`src/rtl/deser_arbiter.sv`:
```
// Round-robin arbiter that time-shares one serial deserializer among N_REQ
// requester lanes, tags each captured word with its channel and recovers the
// deserializer after an abort or a missing word-valid.
module deser_arbiter #(
    parameter int unsigned N_REQ   = 4,
    parameter int unsigned WORD_W  = 16,
    parameter int unsigned TIMEOUT = 4
) (
    input  logic                     clk_i,
    input  logic                     arst_n_i,
    input  logic [N_REQ-1:0]         req_i,
    input  logic [N_REQ-1:0]         data_i,
    input  logic [N_REQ-1:0]         data_val_i,
    output logic [N_REQ-1:0]         gnt_o,
    output logic                     deser_srst_o,
    output logic                     deser_data_o,
    output logic                     deser_data_val_o,
    input  logic [WORD_W-1:0]        deser_data_i,
    input  logic                     deser_data_val_i,
    output logic [WORD_W-1:0]        word_o,
    output logic [$clog2(N_REQ)-1:0] word_ch_o,
    output logic                     word_val_o,
    output logic                     abort_o,
    output logic                     timeout_o
);

    localparam int unsigned CH_W  = $clog2(N_REQ);
    localparam int unsigned CNT_W = $clog2(WORD_W + 1);
    localparam int unsigned TMO_W = $clog2(TIMEOUT + 1);

    typedef enum logic [1:0] {
        IDLE    = 2'd0,
        STREAM  = 2'd1,
        WAIT    = 2'd2,
        RECOVER = 2'd3
    } state_t;

    state_t            state_q, state_d;
    logic [CH_W-1:0]   rr_q, rr_d;
    logic [CH_W-1:0]   ch_q, ch_d;
    logic [CNT_W-1:0]  cnt_q, cnt_d;
    logic [TMO_W-1:0]  tmo_q, tmo_d;
    logic [N_REQ-1:0]  gnt_d;
    logic              srst_d;
    logic [WORD_W-1:0] word_d;
    logic [CH_W-1:0]   word_ch_d;
    logic              word_val_d;
    logic              abort_d;
    logic              timeout_d;

    logic              pick_vld;
    logic [CH_W-1:0]   pick;
    int unsigned       idx;

    // Round-robin search: first requesting channel after the last winner, wrapping.
    always_comb begin
        pick_vld = 1'b0;
        pick     = '0;
        idx      = 0;
        for (int unsigned k = 1; k <= N_REQ; k++) begin
            idx = (32'(rr_q) + k) % N_REQ;
            if (!pick_vld && req_i[CH_W'(idx)]) begin
                pick_vld = 1'b1;
                pick     = CH_W'(idx);
            end
        end
    end

    // Zero-latency serial mux into the deserializer, only while streaming.
    always_comb begin
        deser_data_o     = 1'b0;
        deser_data_val_o = 1'b0;
        if (state_q == STREAM) begin
            deser_data_o     = data_i[ch_q];
            deser_data_val_o = data_val_i[ch_q];
        end
    end

    // Next-state and registered-output logic.
    always_comb begin
        state_d    = state_q;
        rr_d       = rr_q;
        ch_d       = ch_q;
        cnt_d      = cnt_q;
        tmo_d      = tmo_q;
        gnt_d      = gnt_o;
        srst_d     = 1'b0;
        word_d     = word_o;
        word_ch_d  = word_ch_o;
        word_val_d = 1'b0;
        abort_d    = 1'b0;
        timeout_d  = 1'b0;

        case (state_q)
            IDLE: begin
                if (pick_vld) begin
                    gnt_d       = '0;
                    gnt_d[pick] = 1'b1;
                    ch_d        = pick;
                    rr_d        = pick;
                    cnt_d       = '0;
                    state_d     = STREAM;
                end
            end
            STREAM: begin
                // Last valid bit wins over a simultaneous request drop.
                if (data_val_i[ch_q] && (cnt_q == CNT_W'(WORD_W - 1))) begin
                    cnt_d   = '0;
                    tmo_d   = '0;
                    gnt_d   = '0;
                    state_d = WAIT;
                end else if (!req_i[ch_q]) begin
                    cnt_d   = '0;
                    gnt_d   = '0;
                    abort_d = 1'b1;
                    srst_d  = 1'b1;
                    state_d = RECOVER;
                end else if (data_val_i[ch_q]) begin
                    cnt_d = cnt_q + CNT_W'(1);
                end
            end
            WAIT: begin
                if (deser_data_val_i) begin
                    word_d     = deser_data_i;
                    word_ch_d  = ch_q;
                    word_val_d = 1'b1;
                    state_d    = IDLE;
                end else if (tmo_q == TMO_W'(TIMEOUT - 1)) begin
                    timeout_d = 1'b1;
                    srst_d    = 1'b1;
                    state_d   = RECOVER;
                end else begin
                    tmo_d = tmo_q + TMO_W'(1);
                end
            end
            RECOVER: begin
                cnt_d   = '0;
                tmo_d   = '0;
                state_d = IDLE;
            end
            default: begin
                state_d = IDLE;
            end
        endcase
    end

    // State and output registers; deserializer held in reset for the first cycle.
    always_ff @(posedge clk_i or negedge arst_n_i) begin
        if (!arst_n_i) begin
            state_q      <= IDLE;
            rr_q         <= CH_W'(N_REQ - 1);
            ch_q         <= '0;
            cnt_q        <= '0;
            tmo_q        <= '0;
            gnt_o        <= '0;
            deser_srst_o <= 1'b1;
            word_o       <= '0;
            word_ch_o    <= '0;
            word_val_o   <= 1'b0;
            abort_o      <= 1'b0;
            timeout_o    <= 1'b0;
        end else begin
            state_q      <= state_d;
            rr_q         <= rr_d;
            ch_q         <= ch_d;
            cnt_q        <= cnt_d;
            tmo_q        <= tmo_d;
            gnt_o        <= gnt_d;
            deser_srst_o <= srst_d;
            word_o       <= word_d;
            word_ch_o    <= word_ch_d;
            word_val_o   <= word_val_d;
            abort_o      <= abort_d;
            timeout_o    <= timeout_d;
        end
    end

endmodule

```
`config.mk`:
```
export PLATFORM = sky130hd
export DESIGN_NAME = deser_arbiter
export DESIGN_NICKNAME = d
export VERILOG_FILES = /design/src/rtl/deser_arbiter.sv
export SDC_FILE = /design/constraint.sdc
export NUM_CORES = 1
export LEC_CHECK = 0
export BUFFER_PORTS_ARGS = -buffer_cell sky130_fd_sc_hd__buf_2
export CAP_MARGIN = 15
export CORE_MARGIN = 8
export CORE_UTILIZATION = 50
export CTS_CLUSTER_DIAMETER = 200
export CTS_CLUSTER_SIZE = 24
export DETAILED_ROUTE_END_ITERATION = 16
export HOLD_SLACK_MARGIN = 0.02
export PLACE_DENSITY = 0.88
export SLEW_MARGIN = 20
export SYNTH_ARGS = -nofsm -noshare
export SYNTH_HDL_FRONTEND = slang
export SYNTH_SLANG_ARGS = --single-unit
```
`constraint.sdc`:
```
create_clock -name clk_i -period 2.2 [get_ports clk_i]
set_input_delay 0.22 -clock clk_i [delete_from_list [all_inputs] [get_ports clk_i]]
set_output_delay 0.22 -clock clk_i [all_outputs]
set_load 0.05 [all_outputs]
```
## After elaboration in Yosys (flattened, before gate mapping)

Index checks and enable logic that the tools add are counted.

| cells by class | value |
|---|---|
| eq/ne operators | 12 |
| reduce and logical (&&, ||, !) cells | 18 |
| muxes and demuxes | 54 |
| add/subtract/negate cells | 6 |
| magnitude comparators | 7 |

Operators with widths:

| kind | number |
|---|---|
| $mux W1 | 22 |
| $mux W5 | 4 |
| $lt A2 B3 Y1 const B | 6 |
| $mux W2 | 9 |
| $pmux W5 S3 | 1 |
| $bmux W1 S2 | 7 |
| $mux W4 | 3 |
| $mux W3 | 3 |
| $pmux W3 S3 | 1 |
| $reduce_and A3 Y1 | 3 |
| $pmux W2 S4 | 1 |
| $pmux W4 S2 | 1 |
| $ne A2 B2 Y1 const B | 3 |
| $ne A3 B3 Y1 const B | 2 |
| $reduce_bool A3 Y1 | 2 |
| $add A5 B1 Y5 const B | 1 |
| $eq A5 B4 Y1 const B | 1 |
| $logic_and A1 B1 Y1 | 5 |
| $add A2 B1 Y2 const B | 2 |
| $add A2 B2 Y2 const B | 2 |
| $eq A2 B2 Y1 const B | 2 |
| $ne A4 B4 Y1 const B | 1 |
| $reduce_and A2 Y1 | 2 |
| $reduce_and A4 Y1 | 1 |
| 10 further kinds | 12 |

| storage, ports and cells | value |
|---|---|
| register bits | 40 |
| output and inout bits | 28 |
| input bits | 31 |
| logic and storage cells | 109 |

## Logic depth before layout (Yosys ltp)

| depth | value |
|---|---|
| depth in word-level cells | 19 |
| gate-level depth with buffers | 8 |
| depth with buffers taken out | 7 |

## Worst setup path after synthesis

OpenSTA, ideal clock, no wires.

| path | value |
|---|---|
| path kind | reg-to-reg |
| start | register ch_q[0] |
| end | register cnt_q[3] |
| period minus slack after synthesis | 1,863 ps |
| library setup time | 121 ps |
| arrival | 1,742 ps |
| cell stages (with the launch flop) | 5 |
| data required time | 2,079 ps |
| setup slack | 337 ps |
| path through | dfrtp_1 -> mux4_2 -> a221o_2 -> o21bai_1 -> a22o_1 |

| between the ends | value |
|---|---|
| word-level cells in the longest chain between the ends | 5 |
| elaborated cells on any way between the ends | 10 |

Ends and longest elaborated chain:

| element | RTL line | text |
|---|---|---|
| start, declared | 40 | `logic [CH_W-1:0] ch_q, ch_d;` |
| start signal, assigned | 165 | `ch_q <= ch_d;` |
| $bmux W1 S2, on equally long branches | 112, 107, 118 |  |
| $mux W1, on equally long branches | 112, 107, 118 |  |
| $mux W5 or $logic_and A1 B1 Y1 (tied branches) | 112, 107 |  |
| $mux W5 or $ne A4 B4 Y1 (tied branches) | - |  |
| $pmux W5 S3 or $reduce_and A3 Y1 (tied branches) | - |  |
| end signal, assigned | 166 | `cnt_q <= cnt_d;` |
| end, declared | 41 | `logic [CNT_W-1:0] cnt_q, cnt_d;` |

Several ways; a longest one is shown, not always the timed one. The select of a mux whose other input is x is not followed.
A chain may end at the register's enable or synchronous reset.

## Worst setup path after layout

| path | value |
|---|---|
| start | register ch_q[0] |
| end | output port deser_data_val_o |

| between the ends | value |
|---|---|
| word-level cells in the longest chain between the ends | 3 |

Ends and longest elaborated chain:

| element | RTL line | text |
|---|---|---|
| $bmux W1 S2 | 75 | `deser_data_val_o = data_val_i[ch_q];` |
| $mux W1 (not written as such) | 75 |  |
| $mux W1 | 73 | `if (state_q == STREAM) begin` |
| end, declared | 17 | `output logic deser_data_val_o,` |

Every way passes these cells. The select of a mux whose other input is x is not followed.

==> results.py <==
metrics = {
    "floorplan": {
        "start_util": 0.5210,
        "rows": 22,
        "die_w_um": 78.00,
        "dieArea_um2": 6083,
        "ios": 59,
        "dieHeight_um": 78.00,
        "core_area_um2": 3689,
    },
    "placed_design": {
        "gp_congestion": 0.8286,
        "port_buffers": 58,
        "dpl.hpwl_um": 3277,
    },
    "route": {
        "drtIter0Drc": 127,
        "first_pass_iters": 4,
        "ant_nets": 0,
        "viasPerCell": 5.327,
        "post_drt_wl_per_cell_um": 15.47,
        "vias": 1481,
        "wirelength_um": 4301,
        "drcViolationCount": 0,
    },
    "yosys": {
        "synthTopCellsByCount": "37 x dfrtp_1, 18 x mux2_2, 14 x nand2_1",
        "synth.net_count": 204,
        "ys_ff_latch": 40,
        "synth_top_area_share": 0.4818,
        "yosysTopAreaCell": "dfrtp_1",
        "ys_types": 39,
        "synth_edf_count": 0,
        "netlist_area_um2": 1922,
        "synth-async-reset-ratio": 1.000,
        "synth.most_common_cell": "dfrtp_1",
        "ys_seq_area_frac": 0.5228,
        "avgSynthCellArea_um2": 11.58,
        "synthFlopType": "dfrtp_1",
        "synth.area.top_cells": "dfrtp_1 48%, mux2_2 11%, ha_1 4.6%, dfstp_2 4.1%, mux4_1 2.7%",
        "postSynthCellCount": 166,
        "ys_warn_count": 0,
    },
    "timing": {
        "fin_crit_sh": 0.8982,
        "min_period_ns": 1.976,
        "drv_slew": 0,
        "tightest_slew_ns": 0.8621,
        "hold_viol": 0,
        "max_slew_margin": 0.4253,
        "setup_viol": 0,
        "whs_ns": 0.02941,
        "tns_ns": 0,
        "fmaxAchievable_mhz": 506.0,
        "rsz0062_at_grt": "no",
        "fin_worst_skew_ns": 0.005745,
    },
    "worst_setup_path": {
        "crit_arrival_ns": 1.76,
        "cp-end-kind": "output port",
        "r2r_cells": 4,
        "crit_start": "ch_q[0]",
        "slowest_delay_ns": 0.62,
        "crit_family": "multiplexers",
        "rrSetupSlack_ns": 0.23,
        "cp_num_buf_inv": 1,
        "cp.required_ns": 1.98,
        "cp_slowest_cell": "mux4_1",
        "crit_chain": "mux4_1 -> and2_1 -> buf_2",
        "critPathMaxFanout": 5,
        "r2r-end": "cnt_q[3]",
        "cp_num_cells": 3,
        "reg2reg_from": "ch_q[0]",
        "start_kind": "flip-flop",
        "crit_type": "flip-flop to output port",
    },
    "worst_hold_path": {
        "hold_path.class": "primary input to async pin",
    },
    "clock_tree": {
        "cts_buffers": 5,
        "clk_latency_ns": 0.30,
        "cts.clk_slew.worst_paths_ns": 0.08,
        "cts_htree_levels": 2,
        "cts_tree": "done",
        "clock-sinks": 40,
        "post_cts_buffers": 0,
        "cts_hold_buf": 0,
        "clock_path_buffers": 2,
        "cts-root-buf": "clkbuf_8",
        "ctsResizeCount": 0,
    },
    "global_route": {
        "grt_first_pass_wirelength_um": 7265,
        "grt_max_degree": 41,
        "antenna_found_initial": 0,
        "grt_pass1_vias": 1576,
        "grt-ovfl-total": 0,
        "grt_usage": 0.1497,
    },
    "power": {
        "powerDensity_nw_per_um2": 1583,
        "ir_worst_vdd_mv": 1.059,
        "p_leak_nw": 1.165,
        "total_power_mw": 3.728,
    },
    "run": {
        "drv_cap": 0,
    },
    "finish": {
        "syn2layout_area_growth_pct": 22.53,
        "post_route_cells_drive_above_1_share": 0.4043,
        "antenna_cells": 0,
        "final_net_count": 267,
    },
    "status": {
        "status": "finished clean",
    },
}
-- cells by family (layout without fill, tap and decap cells) --
family	count (synthesis)	count (layout)	share of synthesized area
AND/OR/NAND/NOR	47	47	0.1231
flip-flops	40	40	0.5228
AO/OA/AOI/OAI	36	36	0.1289
multiplexers	21	21	0.1445
buffers and inverters	15	79	0.03516
adder cells (fa/ha/maj)	7	7	0.04557
-- flip-flops by register name, summed over array words and instances, names as in the netlist --
register and cells:
gnt_o 4, word_ch_o 2, cnt_q 5, rr_q 2, abort_o 1, deser_srst_o 1
word_o 16, tmo_q 3, word_val_o 1, timeout_o 1, ch_q 2, state_q 2
-- power breakdown --
group | internal, mW | switching, mW | total [mW]
Combinational | 0.628 | 1.39 | 2.01
Sequential | 1.03 | 0.172 | 1.21
Clock | 0.255 | 0.254 | 0.509
-- cells in the final DEF, fill, tap and decap left out, drive strengths merged --
master and count:
mux4 3, mux2 18, a22o 3, a32o 2
dfrtp 37, nand3b 2, nand2 14, nor2b 6
o211ai 2, buf 60, inv 11, and3 2
a21oi 5, o211a 1, ha 7, and2 4
nand3 4, or2 1, nand2b 1, a221o 1
a31oi 3, clkinvlp 1, nor4 1, o21bai 2
nor2 11, o21ai 11, dfstp 3, o21a 1
clkbuf 7, a41oi 1, o221ai 1, a21o 1
o32ai 2, and2b 1
-- final cells by class --
class                      instances  area [um2]
multi-input combinational        111       849.6
timing repair buffer              60       305.3
clock inverter                     1       7.507
tap                               48       60.06
fill                             313        1334
inverter                          11       41.29
sequential                        40        1005
clock buffer                       7       86.33
-- how the worst max path moves through the flow --
stage	end
6_report	deser_data_val_o
5_1_grt	cnt_q[1]
4_1_cts	deser_data_val_o
3_5_place_dp	cnt_q[3]
3_3_place_gp	cnt_q[2]
2_1_floorplan	cnt_q[3]
-- routing by layer --
layer / routed length (um) / global-route usage
met1: 1779 / 0.1673
met2: 1861 / 0.2256
met3: 579 / 0.08871
met4: 80 / 0.06667
met5: 0 / 0
-- worst reg2reg max path: cells and delay by family (launching register included) --
| kind | cells | cell delay, ns |
|---|---|---|
| multiplexers | 1 | 0.57 |
| flip-flops | 1 | 0.45 |
| AO/OA/AOI/OAI | 3 | 0.85 |
-- through the flow --
step | cell area [um2] | std cells | setup WS, ns | utilization
after floorplan | 1922 | 166 | 0.3369 | -
after global placement | 2261 | 270 | 0.2880 | 0.6130
after detailed placement | 2261 | 270 | 0.2456 | 0.6130
after CTS | 2355 | 278 | 0.2169 | 0.6384
after global routing | 2355 | 278 | 0.1265 | 0.6384
final | 2355 | 278 | 0.2239 | 0.6384
Power figures use the tool's default switching activity.
